==> config.mk <==
export PLATFORM = sky130hd
export DESIGN_NAME = systolic_mm_core
export DESIGN_NICKNAME = d
export VERILOG_FILES = /design/src/rtl/systolic_mm_core.sv
export SDC_FILE = /design/constraint.sdc
export NUM_CORES = 1
export LEC_CHECK = 0
export CORE_ASPECT_RATIO = 0.75
export CORE_MARGIN = 2
export CORE_UTILIZATION = 39
export CTS_CLUSTER_SIZE = 12
export DETAILED_ROUTE_END_ITERATION = 16
export SYNTH_ARGS = -nofsm -noshare
export SYNTH_HDL_FRONTEND = slang
export SYNTH_SLANG_ARGS = --single-unit
==> constraint.sdc <==
create_clock -name clk -period 8.3 [get_ports clk]
set_clock_uncertainty 0.05 [all_clocks]
set_input_delay 1.66 -clock clk [delete_from_list [all_inputs] [get_ports clk]]
set_output_delay 1.66 -clock clk [all_outputs]
set_load 0.005 [all_outputs]
==> src/rtl/systolic_mm_core.sv <==
// rtl/systolic_mm_core.sv - 2x2 signed matrix multiply on an output-stationary systolic array
module systolic_mm_core #(
    parameter int DATA_W = 8,
    parameter int ACC_W  = 16
) (
    input  logic              clk,
    input  logic              rst,
    input  logic              load_en,
    input  logic              load_sel_ab,
    input  logic [1:0]        load_index,
    input  logic [DATA_W-1:0] in_data,
    input  logic              output_en,
    input  logic [1:0]        output_sel,
    input  logic              output_hi,
    output logic [7:0]        out_data,
    output logic              done
);

    typedef enum logic [1:0] {IDLE, COMPUTE, DONE} state_t;

    state_t                   state_q, state_d;
    logic signed [DATA_W-1:0] a_q [4];
    logic signed [DATA_W-1:0] b_q [4];
    logic signed [ACC_W-1:0]  c_q [4];
    logic signed [ACC_W-1:0]  c_d [4];
    logic [7:0]               mask_q, mask_d;
    logic [1:0]               step_q;
    logic                     done_q;
    logic [7:0]               out_q;

    logic [7:0]  load_bit;
    logic        load_ok;
    logic [15:0] c_word;
    logic [7:0]  out_byte;

    assign load_bit = 8'b1 << {load_sel_ab, load_index};
    assign load_ok  = load_en && (state_q != COMPUTE);
    assign c_word   = 16'(c_q[output_sel]);
    assign out_byte = output_hi ? c_word[15:8] : c_word[7:0];
    assign out_data = out_q;
    assign done     = done_q;

    always_comb begin
        state_d = state_q;
        mask_d  = mask_q;
        case (state_q)
            IDLE: begin
                if (load_en) begin
                    mask_d = mask_q | load_bit;
                    if (mask_d == 8'hFF) begin
                        state_d = COMPUTE;
                        mask_d  = 8'h00;
                    end
                end
            end
            COMPUTE: begin
                if (step_q == 2'd2) begin
                    state_d = DONE;
                end
            end
            DONE: begin
                if (load_en) begin
                    state_d = IDLE;
                    mask_d  = mask_q | load_bit;
                end
            end
            default: state_d = IDLE;
        endcase
    end

    // Row i sees its A row delayed by i cycles; operand index k = step - i.
    always_comb begin
        logic [1:0]                 k;
        logic signed [2*DATA_W-1:0] prod;
        k    = 2'd0;
        prod = '0;
        for (int p = 0; p < 4; p++) begin
            c_d[p] = c_q[p];
            k      = step_q - {1'b0, p[1]};
            prod   = a_q[{p[1], k[0]}] * b_q[{k[0], p[0]}];
            if (state_q == COMPUTE && step_q >= {1'b0, p[1]} && k <= 2'd1) begin
                c_d[p] = c_q[p] + ACC_W'(prod);
            end
            if (state_q == IDLE && state_d == COMPUTE) begin
                c_d[p] = '0;
            end
        end
    end

    always_ff @(posedge clk) begin
        if (rst) begin
            state_q <= IDLE;
            mask_q  <= 8'h00;
            step_q  <= 2'd0;
            done_q  <= 1'b0;
            out_q   <= 8'h00;
            for (int p = 0; p < 4; p++) begin
                a_q[p] <= '0;
                b_q[p] <= '0;
                c_q[p] <= '0;
            end
        end else begin
            state_q <= state_d;
            mask_q  <= mask_d;
            done_q  <= (state_d == DONE);
            step_q  <= (state_q == COMPUTE && state_d == COMPUTE) ? step_q + 2'd1 : 2'd0;
            for (int p = 0; p < 4; p++) begin
                c_q[p] <= c_d[p];
            end
            if (load_ok) begin
                if (load_sel_ab) begin
                    b_q[load_index] <= in_data;
                end else begin
                    a_q[load_index] <= in_data;
                end
            end
            if (output_en) begin
                out_q <= out_byte;
            end
        end
    end

endmodule

==> results.md <==
* Final WL at 46.3 mm
* IO Port Bufs at 26
* Core Footprint at 45900 um2
* Largest net degree at the start of global routing at 47
* Placement Cell Area at 19000 um2
* Tightest Hold Check Type: reg -> reg
* Worst-path fanout max at 38
* Syn_area_per_cell at 9.80 um2
* Slew Limit Fails at 0
* Most frequent cells in the layout: inv_1 (302), fa_1 (284), nor2_1 (241)
* Post-synthesis sequential area ratio at 0.200
* Antenna Cells at 0
* Final setup fails at 0
* Multi-input combinational cell area at 13000 um2
* Register Area at 3630 um2
* Layout net count at 2312
* Total of max-cap violations at 0
* Drt pass-1 iters at 7
* Worst EP required at 8620 ps
* Relative slew margins at 0.243
* # IOs at 27
* Crit path time final at 6670 ps
* CTS root buf: clkbuf_16
* Maximum vdd ir drop at 0.000166 V
* Design area at 19600 um2
* Num CTS Buffers at 17
* Distinct cell type count after synthesis at 56
* Initial DRC count at 1103
* Fmax at 150 MHz
* # DRC at 0
* Initial antenna violation count at 1
* FFs w/ async S/R, synth at 0
* Status: complete, no violations
* Syn Inst Count at 1845
* Power, Total at 0.00295 W
* Data arrival, critical path at 6990 ps
* Synth Cell Area at 18100 um2
* Die Wd at 253 um
* Leak at 8.90 nW
* Clock Sinks at 149
* Final period util at 0.804
* Via count at 12900
* Power Density at 151 nW/um2
* Routed len/inst at 18.8 um
* HPWL after DPL at 37.4 mm
* Comb power frac at 0.448
* Nature of the critical path endpoint: register
* Worst-margin pin slew at 1100 ps
* Clock Latency Late Sink at 450 ps
* EDFF count, synth at 64
* Number of global-route vias before repair at 13300
* CTS tree: done
* Sw power at 0.00112 W
* Vias per cell at 5.23
* Layout Area Growth over Synthesis at 8.18%
* Grt total ovfl at 0
* Post-synth net total at 2298
* GP Congestion at 0.903
* FILL cells at 4367
* Cts-stage hold buffer count at 0
* Die height at 190 um
* Initial Util at 0.394
* Setup TNS at 0 ps
* FP Rows at 68
* Antenna Nets Post-Route at 0
* Syn. warnings at 0
* Crit path kind: reg -> reg
* Layout cells sized above 1 at 0.0700
* Post-Place Setup Slack at 1640 ps
* First-pass GRT wire length at 74.2 mm
* Longest Clk Path Bufs at 2
* Post-synth top flop: dfxtp_1
* Internal Power at 0.00183 W
* FF+latch count, synth at 149
* Net Sw Frac at 0.380
* Tot GR Track Use at 0.202
* RSZ-0062 raised after global routing: no
* Setup crit start kind: register
* H-Tree Level Count at 4
* PnR worst setup slack at 1630 ps
* Post-CTS Setup Bufs at 0
* Post-cts sizing count at 0
* Die footprint at 48100 um2
* Final Hold Violating Endpoints at 0
* Reg power frac at 0.269
* Commonest non-fill, non-tap cell in the layout: inv_1
* Clock transition at the registers of the reported paths at 70 ps
* Clock share of power at 0.283
==> final cells by class <==
class / instances / share of cell area
multi-input cells: 1341 / 0.666
flip-flops and latches: 149 / 0.186
inverters: 302 / 0.0580
well taps: 595 / 0.0381
clock buffers: 19 / 0.0221
repair buffers: 48 / 0.0218
clock inverters: 13 / 0.00864
==> through the flow <==
| step | hold slack, ps | instances | util |
|---|---|---|---|
| 6_report | 420 | 2467 | 0.426 |
| 5_1_grt | 444 | 2467 | 0.426 |
| 4_1_cts | 417 | 2467 | 0.426 |
| 3_5_place_dp | 408 | 2435 | 0.413 |
| 3_3_place_gp | 395 | 2435 | 0.413 |
| 2_1_floorplan | 379 | 1845 | - |
==> synth_stat cells (all sizes together) (3+ instances only) <==
| master | count | area share |
|---|---|---|
| inv | 302 | 0.063 |
| fa | 284 | 0.31 |
| nor2 | 242 | 0.051 |
| nand2 | 190 | 0.039 |
| ha | 151 | 0.10 |
| a21oi | 89 | 0.025 |
| dfxtp | 85 | 0.094 |
| edfxtp | 64 | 0.11 |
| xnor2 | 58 | 0.028 |
| mux2i | 56 | 0.031 |
| buf | 32 | 0.012 |
| mux2 | 29 | 0.018 |
| nand2b | 25 | 0.0087 |
| a211oi | 24 | 0.010 |
| clkbuf | 21 | 0.0055 |
| o21ai | 20 | 0.0057 |
| mux4 | 16 | 0.020 |
| or2 | 16 | 0.0055 |
| nor3 | 13 | 0.0039 |
| xor2 | 12 | 0.0058 |
| a21o | 11 | 0.0046 |
| nand3 | 11 | 0.0030 |
| o21bai | 11 | 0.0046 |
| and2 | 9 | 0.0031 |
| nor3b | 8 | 0.0033 |
| a41oi | 7 | 0.0046 |
| nor4 | 7 | 0.0024 |
| o211ai | 7 | 0.0029 |
| a31oi | 6 | 0.0031 |
| o21a | 6 | 0.0025 |
| or3 | 6 | 0.0021 |
| nor2b | 5 | 0.0017 |
| o41a | 3 | 0.0020 |
| or4 | 3 | 0.0019 |
==> metal layers <==
layer / GRT usage / share of wire / vias to the layer above
met5: 0 / 0.00028 / -
met1: 0.306 / 0.49 / 6450
met2: 0.286 / 0.41 / 453
met3: 0.0478 / 0.083 / 59
li1: - / - / 5938
met4: 0.0585 / 0.021 / 2
==> sequential cells by signal (all words and copies together) (netlist names) <==
name,flops
mask_q,8
out_data,8
done,1
b_q,32
state_q,2
c_q,64
step_q,2
a_q,32
==> power by group through the flow <==
stage | logic [W] | registers, W | clock network [W]
after floorplan | 0.00102 | 0.000807 | 0
after global placement | 0.00128 | 0.000810 | 0
after detailed placement | 0.00130 | 0.000811 | 0
after CTS | 0.00133 | 0.000794 | 0.000850
after global routing | 0.00151 | 0.000796 | 0.000876
final | 0.00132 | 0.000795 | 0.000837
==> worst max-delay path, stage by stage (launching register included) <==
cell and delay (ps):
dfxtp_4 730, buf_4 340, mux2i_1 210, nor2_1 820
inv_1 160, fa_1 540, inv_1 60, fa_1 490
fa_1 570, fa_1 460, fa_1 390, ha_1 380
or4_4 510, a41oi_2 270, a21oi_1 110, or3_1 320
a31oi_2 170
==> cells by family after synthesis <==
family,Yosys count,share of synthesized area
buf+inv,355,0.0800
flops,149,0.200
simple gates,542,0.129
fa+ha+maj,435,0.419
xor+xnor,70,0.0339
compound gates,193,0.0688
mux,101,0.0690
==> worst paths after layout <==
path	to	slack, ps	cells past startpoint	from
setup / recovery	c_q[0][15]	1630	16	step_q[0]
hold / removal	mask_q[5]	420	2	mask_q[5]
setup reg to reg	c_q[0][15]	1630	16	step_q[0]
hold reg to reg	mask_q[5]	420	2	mask_q[5]
No activity file was read; power rests on OpenSTA's default activity.
